**config.mk**
```make
export PLATFORM = sky130hd
export DESIGN_NAME = ps2_key_ctrl
export DESIGN_NICKNAME = d
export VERILOG_FILES = /design/src/rtl/ps2_key_ctrl.sv
export SDC_FILE = /design/constraint.sdc
export NUM_CORES = 1
export LEC_CHECK = 0
export ABC_AREA = 1
export BUFFER_PORTS_ARGS = -buffer_cell sky130_fd_sc_hd__buf_2
export CAP_MARGIN = 20
export CORE_MARGIN = 8
export CORE_UTILIZATION = 41
export DETAILED_ROUTE_END_ITERATION = 8
export HOLD_SLACK_MARGIN = 0.03
export SLEW_MARGIN = 30
export SYNTH_ARGS = -nofsm -noshare
export SYNTH_HDL_FRONTEND = slang
export SYNTH_HIERARCHICAL = 1
export SYNTH_SLANG_ARGS = --single-unit
```
**constraint.sdc**
```tcl
create_clock -name clk -period 4.8 [get_ports clk]
set_input_delay 0.96 -clock clk [delete_from_list [all_inputs] [get_ports clk]]
set_output_delay 0.96 -clock clk [all_outputs]
set_load 0.01 [all_outputs]
```
**src/rtl/ps2_key_ctrl.sv**
```systemverilog
// Generic first-word-fall-through FIFO, head visible one cycle after push into empty.
// Latency: push at edge N -> head_vld in cycle N+1.
// Backpressure: a push into a full FIFO without a same-cycle pop is dropped and flagged on drop.
module fifo_fwft #(
    parameter int WIDTH      = 10,
    parameter int DEPTH_LOG2 = 2
) (
    input  logic             clk,
    input  logic             reset,
    input  logic             push,
    input  logic [WIDTH-1:0] push_dat,
    input  logic             pop,
    output logic [WIDTH-1:0] head_dat,
    output logic             head_vld,
    output logic             drop
);
    localparam int DEPTH = 1 << DEPTH_LOG2;

    logic [WIDTH-1:0]      mem [DEPTH];
    logic [DEPTH_LOG2-1:0] wr_ptr;
    logic [DEPTH_LOG2-1:0] rd_ptr;
    logic [DEPTH_LOG2:0]   count;
    logic                  full;
    logic                  do_push;
    logic                  do_pop;

    assign full     = (count == (DEPTH_LOG2+1)'(DEPTH));
    assign head_vld = (count != '0);
    assign head_dat = mem[rd_ptr];
    assign do_pop   = pop & head_vld;
    // A pop frees the slot in the same edge, so a push onto a full FIFO is still taken.
    assign do_push  = push & (~full | do_pop);
    assign drop     = push & full & ~do_pop;

    always_ff @(posedge clk) begin
        if (do_push)
            mem[wr_ptr] <= push_dat;
    end

    always_ff @(posedge clk) begin
        if (reset) begin
            wr_ptr <= '0;
            rd_ptr <= '0;
            count  <= '0;
        end else begin
            if (do_push)
                wr_ptr <= wr_ptr + 1'b1;
            if (do_pop)
                rd_ptr <= rd_ptr + 1'b1;
            case ({do_push, do_pop})
                2'b10:   count <= count + 1'b1;
                2'b01:   count <= count - 1'b1;
                default: count <= count;
            endcase
        end
    end
endmodule

// PS/2 scan-code decoder: folds E0/F0 prefixes into {ext,rel,code} events queued for the CPU.
// Latency: byte accepted in cycle N is at the FIFO head in cycle N+1; irq follows one cycle later.
// Backpressure: none toward the receiver; events arriving on a full queue are dropped and set overflow.
module ps2_key_ctrl #(
    parameter int DEPTH_LOG2   = 2,
    parameter int TIMEOUT_BITS = 16
) (
    input  logic       clk,
    input  logic       reset,
    input  logic [7:0] rxData,
    input  logic       rxReady,
    input  logic       rxError,
    input  logic       rdStrobe,
    input  logic       clrStatus,
    input  logic       irqEn,
    output logic [7:0] keyCode,
    output logic       keyRelease,
    output logic       keyExtended,
    output logic       keyValid,
    output logic       irq,
    output logic       overflow,
    output logic       errFlag
);
    localparam logic [1:0] IDLE   = 2'd0;
    localparam logic [1:0] EXT    = 2'd1;
    localparam logic [1:0] BRK    = 2'd2;
    localparam logic [1:0] EXTBRK = 2'd3;

    logic [1:0]              state;
    logic [1:0]              state_nxt;
    logic [TIMEOUT_BITS-1:0] tmo_cnt;
    logic                    rx_ready_q;
    logic                    armed;
    logic                    accept;
    logic                    tmo_fire;
    logic                    push;
    logic                    push_ext;
    logic                    push_rel;
    logic                    drop;
    logic [9:0]              head_dat;
    logic                    is_e0;
    logic                    is_f0;

    // armed stays low after reset until rxReady is seen low, so a level left high across reset is ignored.
    assign accept = rxReady & ~rx_ready_q & armed & ~rxError;
    assign is_e0  = (rxData == 8'hE0);
    assign is_f0  = (rxData == 8'hF0);

    always_comb begin
        state_nxt = state;
        push      = 1'b0;
        push_ext  = 1'b0;
        push_rel  = 1'b0;
        tmo_fire  = 1'b0;
        if (rxError) begin
            state_nxt = IDLE;
        end else if (accept) begin
            case (state)
                IDLE: begin
                    if (is_e0)      state_nxt = EXT;
                    else if (is_f0) state_nxt = BRK;
                    else            push      = 1'b1;
                end
                EXT: begin
                    if (is_f0)      state_nxt = EXTBRK;
                    else if (!is_e0) begin
                        push      = 1'b1;
                        push_ext  = 1'b1;
                        state_nxt = IDLE;
                    end
                end
                BRK: begin
                    if (!is_e0 && !is_f0) begin
                        push      = 1'b1;
                        push_rel  = 1'b1;
                        state_nxt = IDLE;
                    end
                end
                default: begin
                    if (!is_e0 && !is_f0) begin
                        push      = 1'b1;
                        push_ext  = 1'b1;
                        push_rel  = 1'b1;
                        state_nxt = IDLE;
                    end
                end
            endcase
        end else if (state != IDLE && (&tmo_cnt)) begin
            tmo_fire  = 1'b1;
            state_nxt = IDLE;
        end
    end

    always_ff @(posedge clk) begin
        if (reset) begin
            state      <= IDLE;
            tmo_cnt    <= '0;
            rx_ready_q <= 1'b0;
            armed      <= 1'b0;
            overflow   <= 1'b0;
            errFlag    <= 1'b0;
            irq        <= 1'b0;
        end else begin
            state      <= state_nxt;
            rx_ready_q <= rxReady;
            if (!rxReady)
                armed <= 1'b1;
            if (accept || rxError || tmo_fire || state == IDLE)
                tmo_cnt <= '0;
            else
                tmo_cnt <= tmo_cnt + 1'b1;
            if (drop)
                overflow <= 1'b1;
            else if (clrStatus)
                overflow <= 1'b0;
            if (rxError || tmo_fire)
                errFlag <= 1'b1;
            else if (clrStatus)
                errFlag <= 1'b0;
            irq <= irqEn & keyValid;
        end
    end

    fifo_fwft #(
        .WIDTH      (10),
        .DEPTH_LOG2 (DEPTH_LOG2)
    ) u_fifo (
        .clk      (clk),
        .reset    (reset),
        .push     (push),
        .push_dat ({push_ext, push_rel, rxData}),
        .pop      (rdStrobe),
        .head_dat (head_dat),
        .head_vld (keyValid),
        .drop     (drop)
    );

    assign keyExtended = head_dat[9];
    assign keyRelease  = head_dat[8];
    assign keyCode     = head_dat[7:0];
endmodule

```
==> results.json, run 1 <==
{
  "drc": 0,
  "critPathMaxStageDelay_ns": 0.80,
  "critPathSlowestCell": "sky130_fd_sc_hd__nor2_1",
  "postCtsSetupRepairBufs": 0,
  "gp_routability_congestion": 0.7488,
  "synthCells": 334,
  "hold_path_class": "flop to flop",
  "setup.worst_path.end_class": "flop",
  "startpoint_type": "input pin",
  "vdd_drop_max_uv": 164.6,
  "fraction_of_the_yosys_area_taken_by_sequential_cells_pct": 58.32,
  "route.antenna.remaining_nets": 0,
  "reg2reg_to": "u_fifo/mem[3][4]",
  "final-hold-violation-count": 0,
  "via_count": 2188,
  "multi_input_area_mm2": 0.001112,
  "post-route-period-util_pct": 59.76,
  "place.detailed.hpwl_um": 3958,
  "final_layout_size_suffix_gt1_share_pct": 16.98,
  "detailed_place.area_mm2": 0.003400,
  "dr.pass1.iters": 4,
  "cts.repair.resized": 0,
  "final.min_clock_period_ns": 2.868,
  "final.setup.tns_ns": 0,
  "num_io_pins": 29,
  "timing.fmax_ghz": 0.3486,
  "pre_cts_ws_ns": 1.520,
  "floorplan_die_height_um": 103.8,
  "final-seq-area_mm2": 0.001842,
  "floorplan.core_area_mm2": 0.007607,
  "hold-path-cell-count": 1,
  "grt_start_max_net_pins": 22,
  "routed_wire_length_per_instance_um": 11.90,
  "endpoint_with_the_worst_hold_slack": "tmo_cnt[0]",
  "reg2reg_setup_slack_ns": 2.35,
  "crit_type": "input pin to flop",
  "tritoncts": "built",
  "die_area_mm2": 0.01077,
  "syn-cell-area_mm2": 0.003158,
  "maxCapViolations": 0,
  "worst_ep_required_time_ns": 4.76,
  "final-max-slew-violation-count": 0,
  "post_synth_num_cell_types": 30,
  "rr_startpoint": "armed",
  "crit_path_max_fanout": 10,
  "finalNetCount": 390,
  "tightest_slew_ns": 0.9943,
  "number_of_storage_elements_in_the_synthesis_netlist": 72,
  "layout.cells.most_common": "sky130_fd_sc_hd__nor2_1",
  "yosys_warnings": 6,
  "diodes": 0,
  "slew_headroom_pct": 33.47,
  "synthesis.area_per_instance_um2": 9.455,
  "start_util_pct": 41.51,
  "worst-r2r-cell-count": 6,
  "result_of_the_run": "complete, no violations",
  "initialDrtViolationCount": 50,
  "die_width_um": 103.8,
  "finalClockSkew_ns": 0.004194,
  "synthToLayoutAreaGrowth_pct": 13.23,
  "worst_hold_startpoint": "tmo_cnt[0]",
  "final_critical_path_setup_slack_ns": 1.932,
  "first_global_vias": 2023,
  "synth_fp_nets": 356,
  "routed_via_density": 4.626,
  "global_route_total_overflow": 0,
  "std_cell_rows": 32,
  "post-route-util_pct": 47.01,
  "power.static_leakage_nw": 1.355,
  "antenna_found_initial": 0,
  "mostFrequentLayoutCells": "sky130_fd_sc_hd__nor2_1, sky130_fd_sc_hd__nand2_1, sky130_fd_sc_hd__inv_1",
  "clock_latency_ns": 0.34,
  "cts_buffer_depth": 2,
  "cts_made_buffers": 9,
  "cts.clk_slew.worst_paths_ns": 0.06,
  "grt_setup_unrepaired": "false",
  "totalWireLength_um": 5627,
  "clock-sinks": 72,
  "design_area_mm2": 0.003576,
  "port_buffers": 28,
  "cp_cell_sequence": "buf_2, nand2_1, nor2_1, nand2_1, nor2_1, nand2_1, nor2_1",
  "track_usage_pct": 10.94,
  "power.density_cell_area_mw_per_mm2": 368.5,
  "htree_num_levels": 3,
  "n_fill_cell": 762,
  "quantity_of_hold_fixing_buffers_added_after_cts": 0,
  "finalSetupViolations": 0,
  "clockRootBuffer": "sky130_fd_sc_hd__clkbuf_8",
  "critical_path_arrival_ns": 2.83,
  "grt_pass1_wl_um": 9528
}
power breakdown:
group	internal, W	switching, W
sequential	0.000667	0.0000141
clock	0.000229	0.000201
combinational	0.0000738	0.000133
total	0.000970	0.000348
routing by layer:
layer	wire length [um]	track usage, %	vias to the layer above
li1	-	-	1155
met1	2661	12.98	979
met2	2511	16.73	41
met3	354	4.647	13
met4	99	5.274	0
met5	0	0	-
area by class of cell:
| type | count | area share (%) |
|---|---|---|
| Sequential cell | 72 | 51.50 |
| Clock inverter | 5 | 1.400 |
| Inverter | 46 | 4.829 |
| Multi-Input combinational cell | 210 | 31.11 |
| Clock buffer | 9 | 3.464 |
| Timing Repair Buffer | 29 | 4.129 |
| Tap cell | 102 | 3.569 |
registers in the layout (all words and copies together) (netlist names), named ones only:
signal and cells:
u_fifo/wr_ptr 2, tmo_cnt 16, u_fifo/rd_ptr 2, overflow 1, u_fifo/mem 40, state 2, irq 1, armed 1
errFlag 1, u_fifo/count 3, rx_ready_q 1
cells in the mapped netlist (all sizes together):
master,n,area (um2)
nor2,67,289.0
nand2,56,230.2
inv,46,172.7
edfxtp,40,1201
dfxtp,32,640.6
o21ai,24,120.1
a21oi,14,73.82
nand3,13,70.07
o22ai,10,62.56
ha,6,75.07
xnor2,5,43.79
buf,4,26.27
nor3,4,31.28
nand4,3,18.77
clkbuf,2,10.01
nor3b,2,15.01
xor2,2,17.52
fa,1,20.02
o2111ai,1,26.28
o211ai,1,7.510
or2,1,6.260
worst max path at each step:
stage                  endpoint  slack [ns]      start
2_1_floorplan   u_fifo/count[2]        2.15  rxData[0]
3_3_place_gp   u_fifo/mem[0][6]        1.58    rxReady
4_1_cts        u_fifo/mem[3][4]        1.89    rxReady
6_report       u_fifo/mem[3][4]        1.93    rxReady
3_5_place_dp   u_fifo/mem[3][7]        1.52    rxReady
5_1_grt        u_fifo/mem[3][5]        1.65    rxReady
kinds of logic (layout without fill, tap and decap cells):
group                    Yosys count  after routing  synth area share [%]
AO/OA/AOI/OAI                     50             50                 9.192
XOR/XNOR                           7              7                 1.941
AND/OR/NAND/NOR                  146            146                 20.92
flip-flops                        72             72                 58.32
buffers and inverters             52             89                 6.616
adder cells (fa/ha/maj)            7              7                 3.011
worst max-delay path, delay by kind of cell:
family                 cells  cell delay, ns
buffers and inverters      1            0.10
AND/OR/NAND/NOR            6            1.76
per-stage QoR:
step                      total power [W]  instances  hold WS (ns)
after global routing             0.001392        473        0.4823
after floorplan                 0.0008341        334        0.4287
after detailed placement        0.0009059        459        0.4503
after global placement          0.0009017        459        0.4429
after CTS                        0.001340        473        0.4661
final                            0.001318        473        0.4602
Power figures use the tool's default switching activity.
==> inputs of run 2 (changes only) <==
==> constraint.sdc (replaced) <==
create_clock -name clk -period 2.6 [get_ports clk]
set_input_delay 0.52 -clock clk [delete_from_list [all_inputs] [get_ports clk]]
set_output_delay 0.52 -clock clk [all_outputs]
set_load 0.01 [all_outputs]
==> run 2 against run 1 <==
- wire length up 3.6%
- sequential power up 85%
- setup slack worse by 1.5 ns
==> results.json, run 2 (synthesis gave the netlist of run 1 again) <==
{
  "result_of_the_run": "complete, no violations",
  "top_register": "u_fifo/mem",
  "cts_made_buffers": 9,
  "via_count": 2225,
  "final_layout_size_suffix_gt1_share_pct": 18.73,
  "synthToLayoutAreaGrowth_pct": 16.20,
  "post-route-period-util_pct": 82.10,
  "gp_routability_congestion": 0.7824,
  "tritoncts": "built",
  "critPathSlowestCell": "sky130_fd_sc_hd__inv_1",
  "routed_wire_length_per_instance_um": 12.11,
  "maxCapViolations": 0,
  "postCtsSetupRepairBufs": 0,
  "critPathMaxStageDelay_ns": 0.44,
  "hold_path_class": "input pin to flop",
  "power.density_cell_area_mw_per_mm2": 716.8,
  "final.setup.tns_ns": 0,
  "finalNetCount": 396,
  "routed_via_density": 4.626,
  "setup.worst_path.end_class": "primary output",
  "floorplan.core_area_mm2": 0.007607,
  "largest_registers_in_the_final_layout": "u_fifo/mem: 40 flops, tmo_cnt: 16 flops, u_fifo/count: 3 flops",
  "vdd_drop_max_uv": 336.4,
  "final.min_clock_period_ns": 2.135,
  "tightest_slew_ns": 0.5907,
  "mostFrequentLayoutCells": "sky130_fd_sc_hd__nor2_1, sky130_fd_sc_hd__nand2_1, sky130_fd_sc_hd__inv_1",
  "final-max-slew-violation-count": 0,
  "track_usage_pct": 11.46,
  "diodes": 0,
  "clock_latency_ns": 0.35,
  "worst_ep_required_time_ns": 2.08,
  "die_area_mm2": 0.01077,
  "finalSetupViolations": 0,
  "grt_start_max_net_pins": 21,
  "drc": 0,
  "std_cell_rows": 32,
  "cts.repair.resized": 0,
  "worst-path-buf-inv": 2,
  "grt_setup_unrepaired": "false",
  "initialDrtViolationCount": 99,
  "route.antenna.remaining_nets": 0,
  "global_route_total_overflow": 0,
  "totalWireLength_um": 5827,
  "finalClockSkew_ns": 0.006557,
  "startpoint_type": "flop",
  "dr.pass1.iters": 4,
  "cts.clk_slew.worst_paths_ns": 0.08,
  "power_frac_clock_pct": 37.5,
  "port_buffers": 28,
  "crit_path_max_fanout": 20,
  "final-hold-violation-count": 0,
  "floorplan_die_height_um": 103.8,
  "quantity_of_hold_fixing_buffers_added_after_cts": 0,
  "antenna_found_initial": 0,
  "first_global_vias": 2224,
  "clock-sinks": 72,
  "intPower_w": 0.001920,
  "start_util_pct": 41.51,
  "final_critical_path_setup_slack_ns": 0.4655,
  "crit_type": "flop to primary output",
  "power.static_leakage_nw": 1.410,
  "largest_register_ff_count": 40,
  "num_io_pins": 29,
  "pre_cts_ws_ns": 0.1467,
  "critical_path_arrival_ns": 1.61,
  "crit_family": "buffers and inverters",
  "cts_buffer_depth": 2,
  "layout.cells.most_common": "sky130_fd_sc_hd__nor2_1",
  "grt_pass1_wl_um": 9970,
  "die_width_um": 103.8,
  "sw_frac_of_total_pct": 27.02,
  "post-route-util_pct": 48.24,
  "htree_num_levels": 3,
  "combinationalPowerShare_pct": 14.8,
  "slew_headroom_pct": 60.58,
  "place.detailed.hpwl_um": 4044,
  "cp_cell_sequence": "inv_1, o21ai_0, o22ai_1, buf_2",
  "power_frac_seq_pct": 47.8,
  "switching_power_w": 0.0007108,
  "clockRootBuffer": "sky130_fd_sc_hd__clkbuf_8",
  "timing.fmax_ghz": 0.4685
}
-- run 2: worst register-to-register path: stages (launching register included) --
cell	delay, ns
sky130_fd_sc_hd__dfxtp_1	0.32
sky130_fd_sc_hd__nand2_1	0.11
sky130_fd_sc_hd__nor2_1	0.15
sky130_fd_sc_hd__nand2_1	0.15
sky130_fd_sc_hd__nor2_1	0.17
sky130_fd_sc_hd__nand2_1	0.14
sky130_fd_sc_hd__ha_1	0.24
sky130_fd_sc_hd__inv_1	0.09
sky130_fd_sc_hd__fa_1	0.43
sky130_fd_sc_hd__a21oi_1	0.17
-- run 2: area by class of cell --
cell class / count / area, um2
clock buffer: 9 / 123.9
clock inverter: 7 / 103.9
fill: 722 / 3938
inverter: 46 / 172.7
multi-input combinational: 210 / 1107
sequential: 72 / 1842
tap: 102 / 127.6
timing repair buffer: 35 / 192.7
-- run 2: metrics by stage --
| step | power, W | hold WS [ns] | cells | instance area (um2) |
|---|---|---|---|---|
| after floorplan | 0.001540 | 0.4287 | 334 | 3158 |
| after global placement | 0.001668 | 0.4425 | 465 | 3442 |
| after detailed placement | 0.001678 | 0.4518 | 465 | 3442 |
| after CTS | 0.002671 | 0.3629 | 481 | 3670 |
| after global routing | 0.002762 | 0.3707 | 481 | 3670 |
| final | 0.002630 | 0.3769 | 481 | 3670 |
-- run 2: worst paths after layout --
path | start | end | slack, ns | cells after the start
worst min register to register | tmo_cnt[0] | tmo_cnt[0] | 0.47 | 1
worst min-delay path | rxReady | armed | 0.38 | 2
worst max-delay path | flop | keyRelease | 0.47 | 4
worst max register to register | armed | u_fifo/count[1] | 0.56 | 9
-- run 2: power by group through the flow --
| stage | registers [W] | clock network [W] | logic (W) |
|---|---|---|---|
| CTS | 0.00126 | 0.00102 | 0.000396 |
| detailed placement | 0.00128 | 0 | 0.000396 |
| finish | 0.00126 | 0.000986 | 0.000388 |
| global route | 0.00126 | 0.00106 | 0.000442 |
| global placement | 0.00128 | 0 | 0.000386 |
| floorplan | 0.00128 | 0 | 0.000261 |
-- run 2: routing by layer --
metal / track usage (%) / wire, um
met5: 0 / 0
met4: 7.549 / 173
met3: 3.841 / 318
met2: 18.38 / 2631
met1: 12.74 / 2703
==> inputs of run 3 (changes only) <==
--- a/config.mk
+++ b/config.mk
@@ -5,7 +5,7 @@
 export SDC_FILE = /design/constraint.sdc
 export NUM_CORES = 1
 export LEC_CHECK = 0
-export ABC_AREA = 1
+export ABC_AREA = 0
 export BUFFER_PORTS_ARGS = -buffer_cell sky130_fd_sc_hd__buf_2
 export CAP_MARGIN = 20
 export CORE_MARGIN = 8
==> constraint.sdc (replaced) <==
create_clock -name clk -period 1.8 [get_ports clk]
set_input_delay 0.36 -clock clk [delete_from_list [all_inputs] [get_ports clk]]
set_output_delay 0.36 -clock clk [all_outputs]
set_load 0.01 [all_outputs]
==> run 3 against run 2 <==
- the flow now finishes with violations (negative setup slack)
- clock skew grew 0.0011 ns
- setup slack worse by 0.67 ns
- synthesized cell count is 35% lower
- non-clock buffer count grew 18
- cell count fell by 21%
- via count down 19%
- critical path depth increased by 8
- wire length down 7.8%
- utilization increased by 5.2 points
- critical path type is now input pin to flop
==> results.json, run 3 <==
{
  "finalSetupViolations": 12,
  "synth_fp_nets": 240,
  "final-max-slew-violation-count": 0,
  "final.min_clock_period_ns": 2.007,
  "syn-cell-area_mm2": 0.002974,
  "synth_ff_type": "sky130_fd_sc_hd__edfxtp_1",
  "final-hold-violation-count": 0,
  "endpoint_with_the_worst_hold_slack": "u_fifo/mem[2][0]",
  "layout.cells.most_common": "sky130_fd_sc_hd__edfxtp_1",
  "worst-r2r-cell-count": 9,
  "yosys_warnings": 6,
  "combinationalPowerShare_pct": 10.0,
  "grt_pass1_wl_um": 8838,
  "setup.worst_path.end_class": "flop",
  "via_count": 1796,
  "synthesis.area_per_instance_um2": 13.64,
  "pre_cts_ws_ns": -0.6533,
  "clockRootBuffer": "sky130_fd_sc_hd__clkbuf_8",
  "synthToLayoutAreaGrowth_pct": 28.23,
  "cts.clk_slew.worst_paths_ns": 0.08,
  "critPathSlowestCell": "sky130_fd_sc_hd__or3_4",
  "critPathMaxStageDelay_ns": 0.40,
  "hold_path_class": "input pin to flop",
  "cp_cell_sequence": "buf_6, or3_4, nor2_4, nor3_2, nor2b_4, inv_2, ha_4, inv_2, fa_2, xor2_1, or3_1, a21oi_2",
  "netlist_top_cells_area": "sky130_fd_sc_hd__edfxtp_1, sky130_fd_sc_hd__dfxtp_1, sky130_fd_sc_hd__mux4_2",
  "die_area_mm2": 0.01024,
  "antenna_found_initial": 0,
  "intPower_w": 0.002942,
  "crit_path_max_fanout": 2,
  "yosys-top-cells-count": "sky130_fd_sc_hd__edfxtp_1, sky130_fd_sc_hd__dfxtp_1, sky130_fd_sc_hd__nor2_1",
  "largest_register_ff_count": 40,
  "track_usage_pct": 11.38,
  "num_io_pins": 29,
  "startpoint_type": "input pin",
  "vdd_drop_max_uv": 351.5,
  "timing.fmax_ghz": 0.4982,
  "route.antenna.remaining_nets": 0,
  "first_global_vias": 1819,
  "post-route-util_pct": 53.44,
  "result_of_the_run": "complete, but fails checks",
  "tritoncts": "built",
  "gp_routability_congestion": 0.7685,
  "crit_family": "simple AND/OR/NAND/NOR gates",
  "sw_frac_of_total_pct": 20.97,
  "worst-path-buf-inv": 3,
  "drc": 0,
  "routed_wire_length_per_instance_um": 14.07,
  "global_route_total_overflow": 0,
  "place.detailed.hpwl_um": 3614,
  "failed_checks": "negative setup slack",
  "htree_num_levels": 3,
  "floorplan.core_area_mm2": 0.007137,
  "power_frac_clock_pct": 42.2,
  "finalNetCount": 300,
  "floorplan_die_height_um": 101.2,
  "reg2reg_setup_slack_ns": -0.15,
  "crit_type": "input pin to flop",
  "final_layout_size_suffix_gt1_share_pct": 36.75,
  "slew_headroom_pct": 77.33,
  "layout.cells.non_filler": 382,
  "synth_edf_count": 40,
  "totalWireLength_um": 5373,
  "grt_setup_unrepaired": "true",
  "diodes": 0,
  "crit_top_cell": "sky130_fd_sc_hd__inv_2",
  "clock_latency_ns": 0.34,
  "dr.pass1.iters": 4,
  "post-route-period-util_pct": 111.5,
  "mostFrequentLayoutCells": "sky130_fd_sc_hd__edfxtp_1, sky130_fd_sc_hd__nor2_1, sky130_fd_sc_hd__dfxtp_1",
  "top_register": "u_fifo/mem",
  "cts_buffer_depth": 2,
  "finalClockSkew_ns": 0.007616,
  "synth_largest_type_area_fraction_pct": 40.39,
  "final_critical_path_setup_slack_ns": -0.2071,
  "tightest_slew_ns": 0.3370,
  "placedCellCount": 363,
  "die_width_um": 101.2,
  "power_frac_seq_pct": 47.7,
  "maxCapViolations": 0,
  "critical_path_arrival_ns": 2.28,
  "port_buffers": 28,
  "worst_hold_startpoint": "rxData[0]",
  "rr_startpoint": "u_fifo/count[1]",
  "switching_power_w": 0.0007807,
  "synth.most_common_cell": "sky130_fd_sc_hd__edfxtp_1",
  "number_of_storage_elements_in_the_synthesis_netlist": 72,
  "cts_made_buffers": 9,
  "worst_ep_required_time_ns": 2.08,
  "largest_registers_in_the_final_layout": "u_fifo/mem: 40 flops, tmo_cnt: 16 flops, u_fifo/count: 3 flops",
  "grt_start_max_net_pins": 18,
  "start_util_pct": 41.67,
  "async_reset_ff_share_pct": 0,
  "power.static_leakage_nw": 1.375,
  "power.density_cell_area_mw_per_mm2": 976.2,
  "synthCells": 218,
  "initialDrtViolationCount": 96,
  "hold-path-cell-count": 1,
  "routed_via_density": 4.702,
  "synth_largest_area_cell": "sky130_fd_sc_hd__edfxtp_1",
  "clock-sinks": 72,
  "fraction_of_the_yosys_area_taken_by_sequential_cells_pct": 61.93,
  "post_synth_num_cell_types": 43,
  "report.power.total_w": 0.003723,
  "std_cell_rows": 31,
  "reg2reg_to": "u_fifo/count[2]"
}
[run 3: changes by cell type in the layout (fill, tap and decap cells not counted), sizes merged, moves of 18 or more]
cell / change
buf: +18
inv: -36
nand2: -50
nor2: -36
o21ai: -23
[run 3: timing repair]
action,in CTS,in global routing
pin swaps,2,1
hold buffers,0,0
setup endpoints to repair,23,13
buffers inserted,1,1
gates cloned,1,0
resized for setup,13,13
[run 3: power groups by stage]
| stage | sequential [W] | combinational, W | clock (W) |
|---|---|---|---|
| global placement | 0.00181 | 0.000302 | 0 |
| detailed placement | 0.00181 | 0.000307 | 0 |
| CTS | 0.00178 | 0.000351 | 0.00161 |
| finish | 0.00178 | 0.000373 | 0.00157 |
| global route | 0.00178 | 0.000405 | 0.00168 |
| floorplan | 0.00181 | 0.000163 | 0 |
[run 3: kinds of logic after synthesis]
logic type                 count (synthesis)  share of synthesized area [%]
DFF                                       72                          61.93
AOI/OAI and AO/OA                         15                          3.618
adders and majority gates                  7                          3.197
and+or+nand+nor                           79                          15.36
muxes                                     12                          8.414
buffers and inverters                     15                          2.188
xor gates and xnor gates                  18                          5.301
[run 3: worst max path at each step]
stage | startpoint | endpoint | slack (ns) | depth (start not counted)
2_1_floorplan | rxData[1] | u_fifo/count[2] | -0.46 | 11
3_3_place_gp | rxData[0] | u_fifo/count[2] | -0.61 | 12
4_1_cts | rxData[1] | u_fifo/count[2] | -0.24 | 12
3_5_place_dp | rxData[0] | u_fifo/count[2] | -0.65 | 12
6_report | rxData[1] | u_fifo/count[2] | -0.21 | 12
5_1_grt | rxData[1] | u_fifo/count[2] | -0.29 | 12
[run 3: final cells by class]
cell class / instances / area (um2)
flip-flops and latches: 72 / 1847
well taps: 99 / 123.9
clock buffers: 10 / 137.6
clock inverters: 6 / 115.1
fillers: 625 / 3323
repair buffers: 53 / 435.4
multi-input cells: 131 / 1114
inverters: 11 / 41.29
[run 3: per-stage QoR]
stage	TNS (ns)	instance area (um2)	hold slack [ns]
global placement	-7.616	3415	0.4335
floorplan	-0.7944	2997	0.4195
detailed placement	-7.998	3415	0.4405
global route	-1.699	3814	0.1903
finish	-0.9183	3814	0.2101
CTS	-1.285	3752	0.1984
[run 3: layer usage]
metal | routed length [um] | GRT usage (%) | up-vias
met4 | 32 | 5.498 | 0
li1 | - | - | 910
met5 | 0 | 0 | -
met1 | 2554 | 14.34 | 841
met3 | 306 | 4.330 | 2
met2 | 2480 | 16.75 | 43
